$ cat src/rtl/adc_stream_packer_if.sv
// Sample-input and AXI-stream output bundle of adc_stream_packer.
// master = the packer, slave = whatever feeds samples and sinks the stream.
`timescale 1ns/1ps
interface adc_stream_packer_if #(
    parameter int NUM_CH       = 2,
    parameter int DATA_WIDTH   = 14,
    parameter int SAMPLE_WIDTH = 16
);
    logic                           s_valid;
    logic [NUM_CH*DATA_WIDTH-1:0]   s_data;
    logic [NUM_CH*SAMPLE_WIDTH-1:0] m_axis_tdata;
    logic                           m_axis_tvalid;
    logic                           m_axis_tready;
    logic                           m_axis_tlast;

    modport master (
        input  s_valid, s_data, m_axis_tready,
        output m_axis_tdata, m_axis_tvalid, m_axis_tlast
    );

    modport slave (
        output s_valid, s_data, m_axis_tready,
        input  m_axis_tdata, m_axis_tvalid, m_axis_tlast
    );
endinterface

$ cat src/rtl/adc_stream_packer.sv
// Packs NUM_CH ADC lanes per beat, frames packets with TLAST and buffers them
// in a first-word-fall-through FIFO, counting sample sets dropped on overflow.
`timescale 1ns/1ps
module adc_stream_packer #(
    parameter int NUM_CH        = 2,
    parameter int DATA_WIDTH    = 14,
    parameter int SAMPLE_WIDTH  = 16,
    parameter int FIFO_DEPTH    = 16,
    parameter int PKT_LEN_WIDTH = 16
) (
    input  logic                             aclk,
    input  logic                             reset,
    adc_stream_packer_if.master              io,
    input  logic                             cfg_enable,
    input  logic                             cfg_single,
    input  logic                             cfg_format,
    input  logic [PKT_LEN_WIDTH-1:0]         cfg_pkt_len,
    output logic [$clog2(FIFO_DEPTH+1)-1:0]  fifo_level,
    output logic [15:0]                      overflow_cnt,
    output logic                             busy
);
    localparam int AW = $clog2(FIFO_DEPTH);
    localparam int BW = NUM_CH * SAMPLE_WIDTH;

    typedef enum logic [1:0] {ST_IDLE, ST_CAPTURE, ST_FLUSH} state_t;

    state_t                   r_state;
    logic [1:0]               r_rst_sync;
    logic                     w_rst;
    logic [PKT_LEN_WIDTH-1:0] r_len;
    logic [PKT_LEN_WIDTH-1:0] r_beat_cnt;
    logic                     r_single;
    logic                     r_rearm_wait;
    logic [15:0]              r_ovf_cnt;
    logic [BW:0]              r_mem [FIFO_DEPTH];
    logic [AW:0]              r_wr_ptr;
    logic [AW:0]              r_rd_ptr;
    logic [BW-1:0]            w_packed;
    logic [BW:0]              w_head;
    logic                     w_empty, w_full, w_pop, w_active, w_accept, w_reject, w_is_last;

    // Reset asserts immediately but is released on an aclk edge.
    always_ff @(posedge aclk or posedge reset) begin
        if (reset) r_rst_sync <= 2'b11;
        else       r_rst_sync <= {r_rst_sync[0], 1'b0};
    end
    assign w_rst = r_rst_sync[1];

    function automatic logic [SAMPLE_WIDTH-1:0] fmt_sample(
        input logic [DATA_WIDTH-1:0] raw,
        input logic                  twos
    );
        logic [DATA_WIDTH-1:0] t;
        t = raw;
        t[DATA_WIDTH-1] = raw[DATA_WIDTH-1] ^ twos;
        return twos ? SAMPLE_WIDTH'($signed(t)) : SAMPLE_WIDTH'(t);
    endfunction

    // NOTE: every variable assigned in always_comb gets a default first so no latch is inferred.
    always_comb begin
        w_packed = '0;
        for (int ch = 0; ch < NUM_CH; ch++)
            w_packed[ch*SAMPLE_WIDTH +: SAMPLE_WIDTH] =
                fmt_sample(io.s_data[ch*DATA_WIDTH +: DATA_WIDTH], cfg_format);
    end

    assign w_empty   = (r_wr_ptr == r_rd_ptr);
    assign w_full    = (r_wr_ptr[AW] != r_rd_ptr[AW]) && (r_wr_ptr[AW-1:0] == r_rd_ptr[AW-1:0]);
    assign w_pop     = !w_empty && io.m_axis_tready;
    assign w_active  = (r_state != ST_IDLE);
    assign w_accept  = w_active && io.s_valid && (!w_full || w_pop);
    assign w_reject  = w_active && io.s_valid && !w_accept;
    assign w_is_last = (r_beat_cnt == r_len - PKT_LEN_WIDTH'(1));

    // NOTE: the storage array has no reset; only the pointers decide what is valid.
    always_ff @(posedge aclk) begin
        if (w_accept) r_mem[r_wr_ptr[AW-1:0]] <= {w_is_last, w_packed};
    end

    // NOTE: sequential state uses non-blocking assignments so all flops update together.
    always_ff @(posedge aclk or posedge w_rst) begin
        if (w_rst) begin
            r_wr_ptr <= '0;
            r_rd_ptr <= '0;
        end else begin
            if (w_accept) r_wr_ptr <= r_wr_ptr + 1'b1;
            if (w_pop)    r_rd_ptr <= r_rd_ptr + 1'b1;
        end
    end

    assign w_head           = r_mem[r_rd_ptr[AW-1:0]];
    assign io.m_axis_tvalid = !w_empty;
    assign io.m_axis_tdata  = w_empty ? '0 : w_head[BW-1:0];
    assign io.m_axis_tlast  = !w_empty && w_head[BW];
    assign fifo_level       = r_wr_ptr - r_rd_ptr;
    assign overflow_cnt     = r_ovf_cnt;
    assign busy             = (r_state != ST_IDLE);

    always_ff @(posedge aclk or posedge w_rst) begin
        if (w_rst) begin
            r_state      <= ST_IDLE;
            r_len        <= PKT_LEN_WIDTH'(1);
            r_beat_cnt   <= '0;
            r_single     <= 1'b0;
            r_rearm_wait <= 1'b0;
            r_ovf_cnt    <= '0;
        end else begin
            if (w_reject && r_ovf_cnt != 16'hFFFF) r_ovf_cnt <= r_ovf_cnt + 16'd1;
            if (w_accept) r_beat_cnt <= w_is_last ? '0 : r_beat_cnt + PKT_LEN_WIDTH'(1);

            case (r_state)
                ST_IDLE: begin
                    if (!cfg_enable) begin
                        r_rearm_wait <= 1'b0;
                    end else if (!r_rearm_wait) begin
                        r_state    <= ST_CAPTURE;
                        r_len      <= (cfg_pkt_len == '0) ? PKT_LEN_WIDTH'(1) : cfg_pkt_len;
                        r_beat_cnt <= '0;
                        r_single   <= cfg_single;
                    end
                end
                ST_CAPTURE: begin
                    if (w_accept && w_is_last && r_single) begin
                        r_state      <= ST_IDLE;
                        r_rearm_wait <= 1'b1;
                    end else if (!cfg_enable) begin
                        // Leave at once only if this cycle ends on a packet boundary.
                        if ((w_accept && w_is_last) || (!w_accept && r_beat_cnt == '0))
                            r_state <= ST_IDLE;
                        else
                            r_state <= ST_FLUSH;
                    end
                end
                ST_FLUSH: begin
                    if (w_accept && w_is_last) r_state <= ST_IDLE;
                end
                default: r_state <= ST_IDLE;
            endcase
        end
    end
endmodule

$ cat src/flat_wrapper.sv
// flat-port wrapper written by rule: the top's interface ports become plain ports
module adc_stream_packer_flat 
#(
    parameter int NUM_CH        = 2,
    parameter int DATA_WIDTH    = 14,
    parameter int SAMPLE_WIDTH  = 16,
    parameter int FIFO_DEPTH    = 16,
    parameter int PKT_LEN_WIDTH = 16
)
  (aclk, reset, cfg_enable, cfg_single, cfg_format, cfg_pkt_len, fifo_level, overflow_cnt, busy, io_s_valid, io_s_data, io_m_axis_tready, io_m_axis_tdata, io_m_axis_tvalid, io_m_axis_tlast);
  adc_stream_packer_if #(.NUM_CH(NUM_CH), .DATA_WIDTH(DATA_WIDTH), .SAMPLE_WIDTH(SAMPLE_WIDTH)) io_i ();
  input  logic aclk;
  input  logic reset;
  input  logic cfg_enable;
  input  logic cfg_single;
  input  logic cfg_format;
  input  logic [PKT_LEN_WIDTH-1:0] cfg_pkt_len;
  output logic [$clog2(FIFO_DEPTH+1)-1:0] fifo_level;
  output logic [15:0] overflow_cnt;
  output logic busy;
  input wire logic [$bits(io_i.s_valid)-1:0] io_s_valid;
  input wire logic [$bits(io_i.s_data)-1:0] io_s_data;
  input wire logic [$bits(io_i.m_axis_tready)-1:0] io_m_axis_tready;
  output wire logic [$bits(io_i.m_axis_tdata)-1:0] io_m_axis_tdata;
  output wire logic [$bits(io_i.m_axis_tvalid)-1:0] io_m_axis_tvalid;
  output wire logic [$bits(io_i.m_axis_tlast)-1:0] io_m_axis_tlast;
  assign io_i.s_valid = io_s_valid;
  assign io_i.s_data = io_s_data;
  assign io_i.m_axis_tready = io_m_axis_tready;
  assign io_m_axis_tdata = io_i.m_axis_tdata;
  assign io_m_axis_tvalid = io_i.m_axis_tvalid;
  assign io_m_axis_tlast = io_i.m_axis_tlast;
  adc_stream_packer #(.NUM_CH(NUM_CH), .DATA_WIDTH(DATA_WIDTH), .SAMPLE_WIDTH(SAMPLE_WIDTH), .FIFO_DEPTH(FIFO_DEPTH), .PKT_LEN_WIDTH(PKT_LEN_WIDTH)) u_core (.aclk(aclk), .reset(reset), .io(io_i), .cfg_enable(cfg_enable), .cfg_single(cfg_single), .cfg_format(cfg_format), .cfg_pkt_len(cfg_pkt_len), .fifo_level(fifo_level), .overflow_cnt(overflow_cnt), .busy(busy));
endmodule
$ cat config.mk
export PLATFORM = sky130hd
export DESIGN_NAME = adc_stream_packer_flat
export DESIGN_NICKNAME = d
export VERILOG_FILES = /design/src/rtl/adc_stream_packer_if.sv /design/src/rtl/adc_stream_packer.sv /design/src/flat_wrapper.sv
export SDC_FILE = /design/constraint.sdc
export NUM_CORES = 1
export LEC_CHECK = 0
export CAP_MARGIN = 0
export CORE_ASPECT_RATIO = 1.2
export CORE_MARGIN = 5
export CORE_UTILIZATION = 63
export DETAILED_ROUTE_END_ITERATION = 10
export DONT_BUFFER_PORTS = 1
export MAX_ROUTING_LAYER = met4
export PLACE_DENSITY = 0.89
export SYNTH_ARGS = -nofsm -noshare
export SYNTH_HDL_FRONTEND = slang
export SYNTH_SLANG_ARGS = --single-unit
$ cat constraint.sdc
create_clock -name aclk -period 3.9 [get_ports aclk]
set_clock_uncertainty 0.1 [all_clocks]
set_input_delay 0.585 -clock aclk [delete_from_list [all_inputs] [get_ports aclk]]
set_output_delay 0.585 -clock aclk [all_outputs]
set_load 0.02 [all_outputs]
==> run_results.csv, run 1 <==
group,metric,value,unit
outcome,status,"finished clean",
logic_synthesis,synth_common_cells,"edfxtp_1 (496), mux4_2 (155), nand2_1 (66), dfrtp_1 (61), clkbuf_1 (38)",
die,start_util,0.636,
setup_path,cp-start-kind,"flop",
setup_path,rrSetupSlack,0.65,ns
timing,slew_viol_final,0,
clock_network,cts.repair.resized,0,
die,die-area,0.0400,sq mm
die,ios,107,
setup_path,rr_worst_depth,7,
global_route,grt_pass1_wl,82000,um
logic_synthesis,syn_area,0.0227,sq mm
die,std_cell_rows,76,
global_route,grt_max_degree,54,
drt,post-route-drc-count,0,
clock_network,cts_sinks,560,
setup_path,reg2reg_to,"u_core.r_mem[9][19]$_DFFE_PP_",
clock_network,clk_latency,0.60,ns
timing,finalSetupViolations,0,
logic_synthesis,async_flop_share,0.114,
die,die_x,183,um
logic_synthesis,yosysWarnings,0,
drt,dr.pass1.iters,7,
finish,drive_above_1_share,0.264,
placed_design,portBuffers,0,
logic_synthesis,syn_inst,1154,
setup_path,r2r_start,"u_core.r_rd_ptr[1]$_DFFE_PP0P_",
drt,first_iter_violations,1429,
drt,avgViaCountPerCell,6.81,
logic_synthesis,yosysTopAreaCell,"edfxtp_1",
logic_synthesis,synth.distinct_cells,68,
finish,final_nets,1297,
clock_network,root_buffer,"clkbuf_16",
clock_network,cts_tree,"built",
logic_synthesis,synth_fp_nets,1221,
logic_synthesis,ys_seq_area_frac,0.726,
timing,hold_slack,0.0307,ns
drt,via_count,11800,
hold_path,hold_path_depth,2,
drt,avgRoutedWirePerCell,31.8,um
timing,grt_setup_unrepaired,"no",
clock_network,cts_buffers,52,
setup_path,critPathCapture,"io_m_axis_tdata[3]",
timing,fmaxAchievable,264,MHz
global_route,grt_pass1_vias,12300,
power_and_ir_drop,design_power_total,18.9,mW
timing,period_share,0.970,
job,maxCapViolCount,0,
clock_network,cts_max_path_buffers,3,
logic_synthesis,yosys_register_bits,560,
hold_path,hold_path.class,"in -> reg",
placed_design,dpl.hpwl,29300,um
drt,ant_nets,0,
global_route,track_usage,0.293,
clock_network,clk_pin_slew,0.06,ns
die,core,0.0358,sq mm
clock_network,post_cts_buffers,0,
logic_synthesis,synth_area_per_cell,19.7,sq um
power_and_ir_drop,p_leak,8.65,nW
placed_design,routabilityCongestion,0.810,
timing,tightestPinTransition,0.810,ns
timing,hold_viol,0,
logic_synthesis,synth_ff_type,"edfxtp_1",
setup_path,criticalPathCategory,"reg -> out",
timing,period_needed,3.78,ns
clock_network,cts_hold_buffers,38,
logic_synthesis,synth_top_area_share,0.655,
power_and_ir_drop,ir_worst_vdd,663,uV
power_and_ir_drop,power_density,730,mW/mm^2
logic_synthesis,synth-edff-count,496,
clock_network,htree_levels,2,
finish,fin_util,0.724,
timing,max_slew_margin,0.460,
setup_path,required,3.21,ns
global_route,antenna_found_initial,3,
drt,wl,55400,um
die,die-height,218,um
logic_synthesis,synth.area.top_cells,"edfxtp_1 (66%), mux4_2 (15%), dfrtp_1 (6.7%), xnor2_1 (1.3%), nand2_1 (1.1%)",
setup_path,crit_start,"u_core.r_rd_ptr[1]$_DFFE_PP0P_",
setup_path,critPathCaptureType,"output port",
global_route,grt-ovfl-total,0,
finish,syn2layout_area_growth,13.8,%
setup_path,crit_fanout,33,
logic_synthesis,yosysMostFrequentCell,"edfxtp_1",
setup_path,crit_arrival,3.10,ns
## layer usage
| metal | up-vias | GRT usage | wire length (um) |
|---|---|---|---|
| met5 | - | - | 0 |
| met4 | 0 | 0.103 | 2310 |
| met3 | 157 | 0.0561 | 4730 |
| met2 | 766 | 0.501 | 29600 |
| met1 | 6147 | 0.352 | 18700 |
| li1 | 4779 | - | - |
## cells by family after synthesis
kind of cell | synth area share
AO/OA/AOI/OAI | 0.0125
XOR/XNOR | 0.0227
adder cells (fa/ha/maj) | 0.00913
buffers and inverters | 0.0169
flip-flops | 0.726
multiplexers | 0.155
other | 0.000165
AND/OR/NAND/NOR | 0.0574
## cell type report
class	count	area, sq um
Antenna cell	3	7.51
Clock buffer	58	1320
Clock inverter	36	500
Fill cell	1953	9880
Inverter	26	97.6
Multi-Input combinational cell	509	6000
Sequential cell	560	16500
Tap cell	468	586
Timing Repair Buffer	81	853
## how the worst min path moves through the flow
stage	start	endpoint
finish	cfg_pkt_len[4]	u_core.r_len[4]$_DFFE_PP0P_
global route	cfg_pkt_len[4]	u_core.r_len[4]$_DFFE_PP0P_
CTS	cfg_pkt_len[4]	u_core.r_len[4]$_DFFE_PP0P_
detailed placement	u_core.r_rst_sync[0]$_DFF_PP1_	u_core.r_rst_sync[1]$_DFF_PP1_
global placement	u_core.r_rst_sync[0]$_DFF_PP1_	u_core.r_rst_sync[1]$_DFF_PP1_
floorplan	u_core.r_rst_sync[0]$_DFF_PP1_	u_core.r_rst_sync[1]$_DFF_PP1_
## flip-flops by register name, summed over array words and instances, names as in the netlist
register	count
u_core.r_mem	496
u_core.overflow_cnt	16
u_core.r_beat_cnt	16
u_core.r_len	16
u_core.r_rd_ptr	5
u_core.r_wr_ptr	5
u_core.r_rst_sync	2
u_core.r_state	2
u_core.r_rearm_wait	1
u_core.r_single	1
## power by group
group	internal [mW]	total [mW]	leakage, nW	switching [mW]
clock	3.25	5.50	0.896	2.25
combinational	2.51	5.89	2.43	3.37
sequential	7.02	7.49	5.32	0.467
## layout by cell type (no fill, tap or decap), drive strengths merged, types with 33 or more instances in the layout
| cell type | instances |
|---|---|
| nand2 | 67 |
| nor2 | 33 |
| buf | 43 |
| edfxtp | 496 |
| dlygate4sd3 | 38 |
| clkbuf | 58 |
| and2 | 33 |
| mux4 | 155 |
| dfrtp | 61 |
| xnor2 | 33 |
## metrics by stage
stage               std cells  worst slack (ns)  cell area (sq um)  TNS [ns]
finish                   1741             0.116              25900         0
global route             1740            0.0343              25900         0
CTS                      1738            0.0917              25900         0
detailed placement       1606             0.792              23700         0
global placement         1606             0.785              23700         0
floorplan                1154            -0.193              22800    -38.27
## critical path, cell delays in order (launching register included)
cell and delay [ns]:
dfrtp_4 0.77, buf_4 0.52, mux4_2 0.43, mux4_2 0.49, and2_1 0.28
No activity file was read; power rests on OpenSTA's default activity.
==> inputs of run 2 (changes only) <==
Settings changed: CORE_UTILIZATION 63 to 60, CTS_BUF_LIST from default to sky130_fd_sc_hd__clkbuf_16, PLACE_DENSITY 0.89 to 0.76.
==> run 2 against run 1 <==
Global-route usage fell by 5.5 points. Highest routed layer unchanged. Wire length fell by 14%. First-iteration DRC count is 32% lower. Critical endpoint is now io_m_axis_tdata[31]. Final cell count rose by 0.11%. Utilization down 4.5 points. Critical path depth stayed put. Combinational power fell by 3.6%.
==> run_results.csv, run 2 (synthesis results as in run 1) <==
group,metric,value,unit
outcome,status,"finished clean",
power_and_ir_drop,seq_power_share,0.418,
die,start_util,0.604,
finish,syn2layout_area_growth,12.4,%
die,die-area,0.0419,sq mm
placed_design,portBuffers,0,
finish,final_nets,1284,
hold_path,hp-start,"cfg_pkt_len[2]",
hold_path,whs_endpoint,"u_core.r_len[2]$_DFFE_PP0P_",
finish,nFillCells,2322,
timing,tightestPinTransition,0.853,ns
clock_network,root_buffer,"clkbuf_16",
job,maxCapViolCount,0,
finish,final_cells,1743,
setup_path,crit_family,"multiplexers",
drt,ant_nets,0,
timing,max_slew_margin,0.431,
drt,avgRoutedWirePerCell,27.3,um
finish,mostFrequentLayoutCell,"edfxtp_1",
die,std_cell_rows,78,
timing,period_needed,3.72,ns
power_and_ir_drop,power_frac_comb,0.319,
timing,slew_viol_final,0,
clock_network,cts_buffers,51,
setup_path,criticalPathCategory,"reg -> out",
setup_path,rr_worst_depth,7,
finish,drive_above_1_share,0.260,
setup_path,reg2reg_to,"u_core.r_mem[11][4]$_DFFE_PP_",
placed_design,dp.cells,1616,
die,ios,107,
global_route,grt-ovfl-total,0,
drt,first_iter_violations,970,
setup_path,crit_fanout,72,
setup_path,cp-start-kind,"flop",
hold_path,hold_path_depth,2,
drt,via_count,11300,
clock_network,cts_sinks,560,
finish,mostFrequentLayoutCells,"edfxtp_1 (496), mux4_2 (155), nand2_1 (66)",
drt,dr.pass1.iters,5,
clock_network,clk_latency,0.57,ns
finish,fin_util,0.678,
global_route,track_usage,0.237,
power_and_ir_drop,sw_frac_of_total,0.323,
power_and_ir_drop,power_density,698,mW/mm^2
setup_path,worstPathCellList,"buf_12, mux4_2, mux4_2, and2_1",
global_route,grt_max_degree,73,
clock_network,htree_levels,2,
setup_path,rrSetupSlack,0.74,ns
die,die-height,223,um
clock_network,cts_tree,"built",
die,core,0.0377,sq mm
global_route,grt_pass1_vias,11400,
timing,finalSetupViolations,0,
setup_path,r2r_start,"u_core.r_rd_ptr[1]$_DFFE_PP0P_",
drt,avgViaCountPerCell,6.46,
global_route,antenna_found_initial,4,
power_and_ir_drop,p_clk_frac,0.264,
drt,post-route-drc-count,0,
power_and_ir_drop,internal_power,12.1,mW
clock_network,cts.repair.resized,0,
setup_path,slowest_delay,0.74,ns
setup_path,slowest_stage,"dfrtp_4",
timing,fmaxAchievable,269,MHz
power_and_ir_drop,p_leak,8.51,nW
drt,wl,47600,um
setup_path,cp_common_cell,"mux4_2",
placed_design,dpl.hpwl,26200,um
setup_path,required,3.21,ns
global_route,grt_pass1_wl,72300,um
setup_path,crit_arrival,3.03,ns
timing,period_share,0.953,
placed_design,routabilityCongestion,0.795,
finish,largest_register_ff_count,496,
clock_network,post_cts_buffers,0,
setup_path,path_buf_inv,1,
timing,grt_setup_unrepaired,"no",
clock_network,cts_max_path_buffers,3,
die,die_x,188,um
clock_network,clk_pin_slew,0.06,ns
timing,hold_viol,0,
power_and_ir_drop,ir_worst_vdd,521,uV
setup_path,critPathCaptureType,"output port",
power_and_ir_drop,p_sw,5.76,mW
hold_path,hold_path.class,"in -> reg",
-- run 2: repair_timing --
item                                    4_1_cts  5_1_grt
hold endpoints to repair                    415        0
hold buffers                                 28        0
endpoints found under the setup margin        0        0
-- run 2: how the worst max path moves through the flow --
| stage | start | endpoint | depth (start not counted) |
|---|---|---|---|
| detailed placement | u_core.r_rd_ptr[1]$_DFFE_PP0P_ | io_m_axis_tdata[31] | 4 |
| global placement | u_core.r_rd_ptr[0]$_DFFE_PP0P_ | io_m_axis_tdata[30] | 4 |
| global route | u_core.r_rd_ptr[0]$_DFFE_PP0P_ | io_m_axis_tdata[30] | 4 |
| finish | u_core.r_rd_ptr[1]$_DFFE_PP0P_ | io_m_axis_tdata[31] | 4 |
| floorplan | u_core.r_rd_ptr[1]$_DFFE_PP0P_ | u_core.r_mem[7][0]$_DFFE_PP_ | 10 |
| CTS | u_core.r_rd_ptr[0]$_DFFE_PP0P_ | io_m_axis_tdata[31] | 4 |
-- run 2: final cells by class --
type | count | area (sq um) | share of cell area
well taps | 480 | 601 | 0.0235
clock inverters | 43 | 305 | 0.0119
inverters | 26 | 97.6 | 0.00382
clock buffers | 51 | 1280 | 0.0500
diodes | 5 | 12.5 | 0.000490
flip-flops and latches | 560 | 16500 | 0.646
repair buffers | 69 | 751 | 0.0294
multi-input cells | 509 | 6000 | 0.235
-- run 2: per-stage QoR --
stage                     cell area, sq um  setup TNS, ns  worst slack, ns  total power, mW  hold slack, ns
after floorplan                      22800         -38.27           -0.193             11.9           0.245
after global placement               23700              0            0.772             13.1           0.212
after detailed placement             23700              0            0.773             13.2           0.221
after CTS                            25500              0            0.139             18.0         0.00121
after global routing                 25500              0           0.0671             18.7         0.00537
final                                25500              0            0.184             17.8          0.0165
-- run 2: metal layers --
layer	track usage	vias to the layer above	share of wire
li1	-	4772	-
met1	0.321	5923	0.39
met2	0.389	497	0.51
met3	0.0432	65	0.074
met4	0.0505	0	0.019
met5	-	-	0
-- run 2: power groups by stage --
stage	clock [mW]	sequential (mW)	combinational [mW]
final	4.70	7.45	5.68
after global routing	5.08	7.50	6.09
after CTS	4.78	7.45	5.77
after detailed placement	0	7.57	5.65
after global placement	0	7.54	5.59
after floorplan	0	7.31	4.54
-- run 2: worst reg2reg max path, stage by stage (launching register included) --
cell and delay [ns]:
dfrtp_4 0.74, inv_1 0.13, ha_1 0.34, nand4_1 0.13, o311a_2 0.25, nand2_1 0.32, nor2_4 0.50, buf_4 0.34
